===== config.mk =====
export PLATFORM = sky130hd
export DESIGN_NAME = mem_access_flat
export DESIGN_NICKNAME = d
export VERILOG_FILES = /design/src/rtl/mem_access_pkg.sv /design/src/rtl/mem_access_if.sv /design/src/rtl/mem_access_load_align.sv /design/src/rtl/mem_access.sv /design/src/flat_wrapper.sv
export SDC_FILE = /design/constraint.sdc
export NUM_CORES = 1
export LEC_CHECK = 0
export CAP_MARGIN = 25
export CELL_PAD_IN_SITES_DETAIL_PLACEMENT = 1
export CELL_PAD_IN_SITES_GLOBAL_PLACEMENT = 2
export CORE_ASPECT_RATIO = 0.7
export CORE_MARGIN = 10
export CORE_UTILIZATION = 25
export DETAILED_ROUTE_END_ITERATION = 10
export GPL_TIMING_DRIVEN = 0
export PLACE_DENSITY = 0.78
export SLEW_MARGIN = 20
export SYNTH_ARGS = -nofsm -noshare
export SYNTH_HDL_FRONTEND = slang
export SYNTH_HIERARCHICAL = 1
export SYNTH_SLANG_ARGS = --single-unit

===== constraint.sdc =====
create_clock -name clk -period 3.8 [get_ports clk]
set_input_delay 0.76 -clock clk [delete_from_list [all_inputs] [get_ports clk]]
set_output_delay 0.76 -clock clk [all_outputs]
set_load 0.02 [all_outputs]

===== src/rtl/mem_access_pkg.sv =====
// mem_access_pkg
//   Shared constants, types and helpers for the memory-access stage:
//   data width, funct3 load/store encodings, FSM state encodings, and
//   small pure functions for the alignment check and the store byte lanes.
//   No ports (package).
package mem_access_pkg;

    localparam int XLEN = 32;

    // funct3 encodings for loads/stores
    localparam logic [2:0] MEM_B  = 3'b000;
    localparam logic [2:0] MEM_H  = 3'b001;
    localparam logic [2:0] MEM_W  = 3'b010;
    localparam logic [2:0] MEM_BU = 3'b100;
    localparam logic [2:0] MEM_HU = 3'b101;

    typedef enum logic [1:0] {
        ST_IDLE = 2'd0,
        ST_REQ  = 2'd1,
        ST_RESP = 2'd2
    } state_t;

    // Only the low two funct3 bits select the access size; bit 2 is the
    // unsigned flag and only matters for load extraction.
    // 00 = byte, 01 = half, anything else is treated as a word.
    function automatic logic is_misaligned(input logic [1:0] size, input logic [1:0] off);
        case (size)
            2'b00:   is_misaligned = 1'b0;
            2'b01:   is_misaligned = off[0];
            default: is_misaligned = (off != 2'b00);
        endcase
    endfunction

    function automatic logic [3:0] store_be(input logic [1:0] size, input logic [1:0] off);
        case (size)
            2'b00:   store_be = 4'b0001 << off;
            2'b01:   store_be = off[1] ? 4'b1100 : 4'b0011;
            default: store_be = 4'b1111;
        endcase
    endfunction

    // Replicate the datum across all lanes so the byte enables alone pick
    // the destination bytes.
    function automatic logic [XLEN-1:0] store_wdata(input logic [1:0] size, input logic [XLEN-1:0] data);
        case (size)
            2'b00:   store_wdata = {4{data[7:0]}};
            2'b01:   store_wdata = {2{data[15:0]}};
            default: store_wdata = data;
        endcase
    endfunction

endpackage


===== src/rtl/mem_access_if.sv =====
// mem_access_if
//   Data-bus interface between the memory-access stage (master) and the
//   memory system (slave). Single outstanding request: req/gnt handshake
//   for the request phase, rvalid beat for read data or write ack.
//   Signals: req, we, addr, be, wdata (master -> slave);
//            gnt, rvalid, rdata (slave -> master).
interface mem_access_if;
    import mem_access_pkg::*;

    logic            req;
    logic            we;
    logic [XLEN-1:0] addr;
    logic [3:0]      be;
    logic [XLEN-1:0] wdata;
    logic            gnt;
    logic            rvalid;
    logic [XLEN-1:0] rdata;

    modport master (
        output req, we, addr, be, wdata,
        input  gnt, rvalid, rdata
    );

    modport slave (
        input  req, we, addr, be, wdata,
        output gnt, rvalid, rdata
    );
endinterface


===== src/rtl/mem_access_load_align.sv =====
// load_align
//   Combinational load-data extraction: shifts the bus word so the
//   addressed byte/halfword lands in the low bits, then sign- or
//   zero-extends according to funct3. Shared with the future cache path.
//   Ports: rdata (bus word), addr (byte offset in word), funct3,
//          wb_data (write-back value).
module load_align
    import mem_access_pkg::*;
(
    input  logic [XLEN-1:0] rdata,
    input  logic [1:0]      addr,
    input  logic [2:0]      funct3,
    output logic [XLEN-1:0] wb_data
);

    logic [XLEN-1:0] shifted;

    always_comb begin
        shifted = rdata >> {addr, 3'b000};
        case (funct3)
            MEM_B:   wb_data = {{(XLEN-8){shifted[7]}}, shifted[7:0]};
            MEM_BU:  wb_data = {{(XLEN-8){1'b0}}, shifted[7:0]};
            MEM_H:   wb_data = {{(XLEN-16){shifted[15]}}, shifted[15:0]};
            MEM_HU:  wb_data = {{(XLEN-16){1'b0}}, shifted[15:0]};
            default: wb_data = shifted;
        endcase
    end

endmodule


===== src/rtl/mem_access.sv =====
// mem_access
//   Memory-access pipeline stage. Takes the EX result (ALU value or
//   effective address) and store data, runs at most one load/store on the
//   data bus, and emits one registered write-back beat per instruction.
//   Ports:
//     clk, rst          - clock, async active-high reset
//     in_*              - EX-side valid/ready handshake and operands
//     out_*             - write-back beat (valid pulse, data, rd, misaligned)
//     dbus              - data bus, master side
module mem_access
    import mem_access_pkg::*;
(
    input  logic            clk,
    input  logic            rst,

    input  logic            in_valid,
    output logic            in_ready,
    input  logic            in_kill,
    input  logic            in_mem_read,
    input  logic            in_mem_write,
    input  logic [2:0]      in_funct3,
    input  logic [XLEN-1:0] in_result,
    input  logic [XLEN-1:0] in_rs2_data,
    input  logic [4:0]      in_rd,

    output logic            out_valid,
    output logic [XLEN-1:0] out_data,
    output logic [4:0]      out_rd,
    output logic            out_misaligned,

    mem_access_if.master    dbus
);

    state_t          state_q, state_d;
    logic [XLEN-1:0] addr_q, addr_d;
    logic [1:0]      offset_q, offset_d;
    logic [2:0]      funct3_q, funct3_d;
    logic [4:0]      rd_q, rd_d;
    logic            we_q, we_d;
    logic [3:0]      be_q, be_d;
    logic [XLEN-1:0] wdata_q, wdata_d;

    logic            out_valid_q, out_valid_d;
    logic [XLEN-1:0] out_data_q, out_data_d;
    logic [4:0]      out_rd_q, out_rd_d;
    logic            out_mis_q, out_mis_d;

    logic [XLEN-1:0] load_data;
    logic            accept;
    logic            is_mem;

    load_align u_load_align (
        .rdata   (dbus.rdata),
        .addr    (offset_q),
        .funct3  (funct3_q),
        .wb_data (load_data)
    );

    assign in_ready = (state_q == ST_IDLE);
    assign accept   = in_valid & in_ready & ~in_kill;
    assign is_mem   = in_mem_read | in_mem_write;

    assign dbus.req   = (state_q == ST_REQ);
    assign dbus.we    = we_q;
    assign dbus.addr  = addr_q;
    assign dbus.be    = be_q;
    assign dbus.wdata = wdata_q;

    assign out_valid      = out_valid_q;
    assign out_data       = out_data_q;
    assign out_rd         = out_rd_q;
    assign out_misaligned = out_mis_q;

    // Next-state and write-back logic. Bus fields are only loaded on
    // acceptance so they stay frozen for the whole REQ phase.
    always_comb begin
        state_d     = state_q;
        addr_d      = addr_q;
        offset_d    = offset_q;
        funct3_d    = funct3_q;
        rd_d        = rd_q;
        we_d        = we_q;
        be_d        = be_q;
        wdata_d     = wdata_q;
        out_valid_d = 1'b0;
        out_data_d  = out_data_q;
        out_rd_d    = out_rd_q;
        out_mis_d   = 1'b0;

        case (state_q)
            ST_IDLE: begin
                if (accept) begin
                    if (!is_mem) begin
                        out_valid_d = 1'b1;
                        out_data_d  = in_result;
                        out_rd_d    = in_rd;
                    end else if (is_misaligned(in_funct3[1:0], in_result[1:0])) begin
                        out_valid_d = 1'b1;
                        out_mis_d   = 1'b1;
                        out_data_d  = in_result;
                        out_rd_d    = in_rd;
                    end else begin
                        addr_d   = {in_result[XLEN-1:2], 2'b00};
                        offset_d = in_result[1:0];
                        funct3_d = in_funct3;
                        rd_d     = in_rd;
                        we_d     = in_mem_write;
                        be_d     = store_be(in_funct3[1:0], in_result[1:0]);
                        wdata_d  = in_mem_write ? store_wdata(in_funct3[1:0], in_rs2_data)
                                                : '0;
                        state_d  = ST_REQ;
                    end
                end
            end

            // rvalid coinciding with gnt belongs to no request yet, so it
            // is deliberately not looked at here.
            ST_REQ: begin
                if (dbus.gnt) begin
                    state_d = ST_RESP;
                end
            end

            ST_RESP: begin
                if (dbus.rvalid) begin
                    state_d     = ST_IDLE;
                    out_valid_d = 1'b1;
                    if (we_q) begin
                        out_data_d = '0;
                        out_rd_d   = '0;
                    end else begin
                        out_data_d = load_data;
                        out_rd_d   = rd_q;
                    end
                end
            end

            default: begin
                state_d = ST_IDLE;
            end
        endcase
    end

    // All state and registered outputs; reset returns to IDLE at once,
    // abandoning any in-flight bus transaction.
    always_ff @(posedge clk or posedge rst) begin
        if (rst) begin
            state_q     <= ST_IDLE;
            addr_q      <= '0;
            offset_q    <= '0;
            funct3_q    <= '0;
            rd_q        <= '0;
            we_q        <= 1'b0;
            be_q        <= '0;
            wdata_q     <= '0;
            out_valid_q <= 1'b0;
            out_data_q  <= '0;
            out_rd_q    <= '0;
            out_mis_q   <= 1'b0;
        end else begin
            state_q     <= state_d;
            addr_q      <= addr_d;
            offset_q    <= offset_d;
            funct3_q    <= funct3_d;
            rd_q        <= rd_d;
            we_q        <= we_d;
            be_q        <= be_d;
            wdata_q     <= wdata_d;
            out_valid_q <= out_valid_d;
            out_data_q  <= out_data_d;
            out_rd_q    <= out_rd_d;
            out_mis_q   <= out_mis_d;
        end
    end

endmodule


===== src/flat_wrapper.sv =====
// flat-port wrapper written by rule: the top's interface ports become plain ports
module mem_access_flat import mem_access_pkg::*;
  (clk, rst, in_valid, in_ready, in_kill, in_mem_read, in_mem_write, in_funct3, in_result, in_rs2_data, in_rd, out_valid, out_data, out_rd, out_misaligned, dbus_req, dbus_we, dbus_addr, dbus_be, dbus_wdata, dbus_gnt, dbus_rvalid, dbus_rdata);
  mem_access_if dbus_i ();
  input  logic clk;
  input  logic rst;
  input  logic in_valid;
  output logic in_ready;
  input  logic in_kill;
  input  logic in_mem_read;
  input  logic in_mem_write;
  input  logic [2:0] in_funct3;
  input  logic [XLEN-1:0] in_result;
  input  logic [XLEN-1:0] in_rs2_data;
  input  logic [4:0] in_rd;
  output logic out_valid;
  output logic [XLEN-1:0] out_data;
  output logic [4:0] out_rd;
  output logic out_misaligned;
  output wire logic [$bits(dbus_i.req)-1:0] dbus_req;
  output wire logic [$bits(dbus_i.we)-1:0] dbus_we;
  output wire logic [$bits(dbus_i.addr)-1:0] dbus_addr;
  output wire logic [$bits(dbus_i.be)-1:0] dbus_be;
  output wire logic [$bits(dbus_i.wdata)-1:0] dbus_wdata;
  input wire logic [$bits(dbus_i.gnt)-1:0] dbus_gnt;
  input wire logic [$bits(dbus_i.rvalid)-1:0] dbus_rvalid;
  input wire logic [$bits(dbus_i.rdata)-1:0] dbus_rdata;
  assign dbus_req = dbus_i.req;
  assign dbus_we = dbus_i.we;
  assign dbus_addr = dbus_i.addr;
  assign dbus_be = dbus_i.be;
  assign dbus_wdata = dbus_i.wdata;
  assign dbus_i.gnt = dbus_gnt;
  assign dbus_i.rvalid = dbus_rvalid;
  assign dbus_i.rdata = dbus_rdata;
  mem_access u_core (.clk(clk), .rst(rst), .in_valid(in_valid), .in_ready(in_ready), .in_kill(in_kill), .in_mem_read(in_mem_read), .in_mem_write(in_mem_write), .in_funct3(in_funct3), .in_result(in_result), .in_rs2_data(in_rs2_data), .in_rd(in_rd), .out_valid(out_valid), .out_data(out_data), .out_rd(out_rd), .out_misaligned(out_misaligned), .dbus(dbus_i));
endmodule

### Yosys cells after proc, flatten, opt, wreduce, memory -nomap -nowiden

Index checks and enable logic that the tools add are counted.

| storage, ports and cells | value |
|---|---|
| bits in registers | 118 |
| bits of input ports | 112 |
| output and inout port bits | 110 |
| word-level logic and storage cells | 74 |

| operators by class | value |
|---|---|
| eq/ne operators | 12 |
| shifts and indexed selects | 2 |
| mux-type cells | 35 |
| bitwise logic cells | 5 |
| reductions and logical operators | 8 |

Operators with widths:

| kind | number |
|---|---|
| $mux W32 | 6 |
| $pmux W32 S2 | 2 |
| $pmux W32 S4 | 1 |
| $shr A32 B5 Y32 | 1 |
| $mux W5 | 5 |
| $mux W1 | 10 |
| $mux W2 | 5 |
| $pmux W5 S2 | 1 |
| $ne A2 B2 Y1 const B | 4 |
| $pmux W4 S2 | 1 |
| $reduce_and A4 Y1 | 2 |
| $eq A3 B3 Y1 const B | 2 |
| $pmux W2 S3 | 1 |
| $reduce_and A5 Y1 | 1 |
| $eq A2 B1 Y1 const B | 2 |
| $logic_not A2 Y1 | 2 |
| $mux W4 | 1 |
| $pmux W1 S2 | 2 |
| $reduce_bool A2 Y1 | 2 |
| $shl A1 B2 Y4 const A | 1 |
| $eq A3 B1 Y1 const B | 1 |
| $logic_not A3 Y1 | 1 |
| $ne A3 B3 Y1 const B | 1 |
| $and A1 B1 Y1 | 2 |
| other kinds (4) | 5 |

### Depth between registers and ports, before layout

| logic depth | value |
|---|---|
| depth after elaboration | 9 |
| depth in mapped cells | 9 |
| gate-level depth less buffers | 7 |

### Hierarchy

Netlist, hierarchy kept.

Modules (own cells, without submodules):

| module | instances | cells each | area each (um^2) | seq. area each (um^2) |
|---|---|---|---|---|
| mem_access | 1 | 505 | 5854.4 | 2952.8 |
| load_align | 1 | 107 | 694.4 | 0.0 |

### Least setup slack after synthesis

OpenSTA, ideal clock, no wires.

| timing | value |
|---|---|
| path type | input-to-reg |
| start | input port in_result[0] |
| end | register u_core.addr_q[11], in the netlist u_core/dbus.addr[11] |
| setup time | 128 ps |
| arrival | 1999 ps |
| data required time | 3672 ps |
| slack | 1674 ps |
| stages on the path | 6 |
| path buffers | 3 |
| cells stage by stage | clkbuf_1 > o21ai_1 > nand4_1 > buf_2 > buf_2 > mux2_1 |

| between the ends | value |
|---|---|
| cells in the longest elaborated chain, start to end | 7 |

RTL lines:

| item | line | text |
|---|---|---|
| from (decl) | flat_wrapper.sv:13 | `input logic [XLEN-1:0] in_result;` |
| $reduce_bool A2 Y1 | mem_access_pkg.sv:30 | `default: is_misaligned = (off != 2'b00);` |
| $pmux W1 S2 (*) | mem_access_pkg.sv:27 | `case (size)` |
| $mux W1 (*) | mem_access.sv:93 | `if (!is_mem) begin` |
| $mux W1 (*) | mem_access.sv:92 | `if (accept) begin` |
| $mux W1 (*) | mem_access.sv:90 | `case (state_q)` |
| $not A1 Y1 (no source line) (*) | -- |  |
| $reduce_and A4 Y1 (no source line) (*) | -- |  |
| to (signal assigned) | mem_access.sv:162 | `addr_q <= addr_d;` |
| to (decl) | mem_access.sv:35 | `logic [XLEN-1:0] addr_q, addr_d;` |

Every way passes the cells marked *; elsewhere a longest branch is shown, timed or not. The select of a mux whose other input is x is not followed.
A chain may end at the register's enable or synchronous reset.

### Final worst setup path

| timing | value |
|---|---|
| start | register u_core.state_q[0] |
| end | output port dbus_req |

| between the ends | value |
|---|---|
| cells in the longest elaborated chain, start to end | 1 |

RTL lines:

| item | line | text |
|---|---|---|
| from (decl) | mem_access.sv:34 | `state_t state_q, state_d;` |
| from (signal assigned) | mem_access.sv:161 | `state_q <= state_d;` |
| $eq A2 B1 Y1 | mem_access.sv:63 | `assign dbus.req = (state_q == ST_REQ);` |
| to (decl) | flat_wrapper.sv:20 | `output wire logic [$bits(dbus_i.req)-1:0] dbus_req;` |

Every way passes these cells.

==> flow_metrics.py <==
metrics = {
    "detailed_routing": {
        "vias": 5592,
        "drt-total-wl_mm": 26.12,
        "viasPerCell": 4.656,
        "wire_per_inst_um": 21.75,
        "drc": 0,
        "drtIter0Drc": 193,
        "ant_nets": 0,
        "dr.pass1.iters": 5,
    },
    "grt": {
        "grt_pass1_wl_mm": 38.79,
        "grt-ovfl-total": 0,
        "antenna_found_initial": 6,
        "grt.total_usage_pct": 15.68,
        "grt_max_degree": 25,
        "grt_pass1_vias": 6102,
    },
    "logic_synthesis": {
        "yosys.area.top_type": "dfrtp_1",
        "ys_ff_latch": 118,
        "syn_area_sq_um": 6549,
        "synth_top_area_share_pct": 45.09,
        "synth_async_sr_flop_share_pct": 100.0,
        "yosysWarnings": 6,
        "synth_cells": 612,
        "synth_most_common_cell": "dfrtp_1",
        "ys_top_cells_by_count": "dfrtp_1, mux2i_1, mux2_1, a21oi_1, inv_1",
        "synthTopCellsByArea": "dfrtp_1, mux2i_1, mux2_1",
        "ys_types": 44,
        "avgSynthCellArea_sq_um": 10.70,
        "synth_ff_type": "dfrtp_1",
        "yosysSeqAreaShare_pct": 45.09,
        "synth_edf_count": 0,
    },
    "critical_path": {
        "slowest_stage": "clkdlybuf4s50_1",
        "cp-end-kind": "output pin",
        "slowest_delay_ns": 0.65,
        "path_class": "reg -> out",
        "arrival_ns": 2.13,
        "crit_chain": "buf_6 -> clkbuf_1 -> nand2b_1 -> inv_1 -> clkdlybuf4s50_1",
        "ff2ff_path_depth": 7,
        "critPathRequiredTime_ns": 3.04,
        "crit_fanout": 10,
        "r2r_end": "u_core/out_data[5]$_DFFE_PP0P_",
        "worstSetupStartpointType": "flop",
        "timing.rr.start": "u_core/offset_q[1]$_DFFE_PP0P_",
        "r2r_slack_ns": 1.56,
        "startpoint": "u_core/state_q[0]$_DFFE_PP0P_",
    },
    "place": {
        "dp.cells": 1166,
        "gp_congestion": 0.7668,
        "hpwl_mm": 20.57,
        "numPortBuffers": 217,
    },
    "clock_tree": {
        "clk_pin_slew_ns": 0.06,
        "clock_latency_ns": 0.42,
        "htreeDepth": 4,
        "cts_buffer_depth": 2,
        "post_cts_buffers": 0,
        "cts_hold_buf": 0,
        "cts_buffers": 17,
        "clock-sinks": 118,
        "ctsResizeCount": 0,
        "cts_tree": "yes",
        "cts_root_buffer": "clkbuf_16",
    },
    "floorplan": {
        "fp.dieW_um": 213.4,
        "ioPinCount": 222,
        "coreArea_sq_um": 25750,
        "num_rows": 49,
        "start_util_pct": 25.43,
        "die_h_um": 155.4,
        "die-area_sq_um": 33170,
    },
    "timing": {
        "finalSetupViolCount": 0,
        "hold_viol_final": 0,
        "fmax_mhz": 345.8,
        "final_max_slew_viol_count": 0,
        "fin_crit_ns": 2.892,
        "tns_ns": 0,
        "slew_headroom_pct": 49.19,
        "period_share_pct": 76.11,
        "tightest_slew_ns": 0.7551,
        "rsz0062_at_grt": "false",
        "fin_skew_ns": 0.006534,
    },
    "min_path": {
        "min_path_type": "reg -> reg",
        "min_from": "u_core/rd_q[3]$_DFFE_PP0P_",
        "whs_endpoint": "u_core/rd_q[3]$_DFFE_PP0P_",
        "whs_path_depth": 1,
    },
    "job": {
        "drv_cap": 0,
    },
    "final_layout": {
        "area_delta_synth_final_pct": 50.42,
        "num-nets-final": 966,
        "layout.cells.non_filler": 1201,
        "finalCoreUtilization_pct": 38.26,
        "drive_above_1_share_pct": 9.700,
    },
    "outcome": {
        "run_status": "completed",
    },
    "pwr": {
        "powerDensity_nw_per_um2": 638.1,
        "power.leakage_nw": 4.190,
        "peakVddDrop_uv": 350.6,
    },
}
[worst max-delay path by stage]
stage / to / slack (ns) / cells after the start
5_1_grt: dbus_req / 0.76 / 5
2_1_floorplan: u_core/dbus.addr[10]$_DFFE_PP0P_ / 1.60 / 1
6_report: dbus_req / 0.91 / 5
3_3_place_gp: u_core/dbus.addr[7]$_DFFE_PP0P_ / 0.20 / 2
3_5_place_dp: u_core/out_data[26]$_DFFE_PP0P_ / 0.81 / 9
4_1_cts: dbus_req / 0.85 / 5
[worst max-delay path, delay by kind of cell, from the launching register on]
family	cells	cell delay (ns)
buffers and inverters	4	1.23
DFF	1	0.34
and+or+nand+nor	1	0.13
[state kept, by name (all words and copies together) (netlist names)]
| register | flops |
|---|---|
| u_core/funct3_q | 3 |
| u_core/dbus.addr | 30 |
| u_core/dbus.be | 4 |
| u_core/out_valid | 1 |
| u_core/dbus.wdata | 32 |
| u_core/out_data | 32 |
| u_core/rd_q | 5 |
| u_core/state_q | 2 |
| u_core/out_rd | 5 |
| u_core/out_misaligned | 1 |
| u_core/dbus.we | 1 |
| u_core/offset_q | 2 |
[kinds of logic after synthesis]
kind of cell           share of synthesized area [%]
multiplexers                                   23.73
AND/OR/NAND/NOR                                13.64
flip-flops                                     45.09
AO/OA/AOI/OAI                                  10.09
buffers and inverters                          7.260
XOR/XNOR                                      0.1338
other                                        0.05726
[placed cells by master, fill, tap and decap left out, types with 4 or more instances in the layout]
master	count
clkdlybuf4s50_1	217
dfrtp_1	118
mux2i_1	81
mux2_1	56
a21oi_1	52
inv_1	48
nor4bb_1	36
clkbuf_1	30
nand2_1	29
nor2_1	29
a211oi_1	22
clkbuf_16	17
nor2b_1	16
o21ai_0	15
buf_2	12
mux2_2	10
or3b_2	8
clkinv_2	5
diode_2	4
buf_6	4
nand2b_1	4
buf_4	4
buf_12	4
[report_power, final]
part / switching (mW) / internal (mW) / leakage [nW]
sequential: 0.235 / 1.68 / 1.43
combinational: 1.45 / 1.30 / 2.47
clock: 0.610 / 1.01 / 0.286
[area by class of cell]
type | instances | area, sq um
tap | 331 | 414.1
sequential | 118 | 2953
clock inverter | 9 | 101.3
fill | 2885 | 15900
inverter | 50 | 191.4
multi-input combinational | 393 | 3124
antenna | 4 | 10.01
timing repair buffer | 222 | 2295
buffer | 52 | 287.8
clock buffer | 22 | 474.2
[layer usage]
metal	wire length (um)	vias to the layer above	GRT usage, %
met4	182	8	3.332
met5	42	-	0
met1	12510	2773	21.10
met2	10980	145	22.61
li1	-	2644	-
met3	2404	22	6.845
[through the flow]
step / worst slack, ns / cell area, sq um / hold slack, ns / power [mW]
floorplan: 1.599 / 6556 / 0.4551 / 3.344
global placement: 0.2038 / 9143 / 0.4641 / 4.639
detailed placement: 0.8078 / 9265 / 0.4726 / 4.696
CTS: 0.8536 / 9841 / 0.4844 / 6.370
global route: 0.7641 / 9841 / 0.4981 / 6.665
finish: 0.9079 / 9851 / 0.4851 / 6.286
Power figures use the tool's default switching activity.
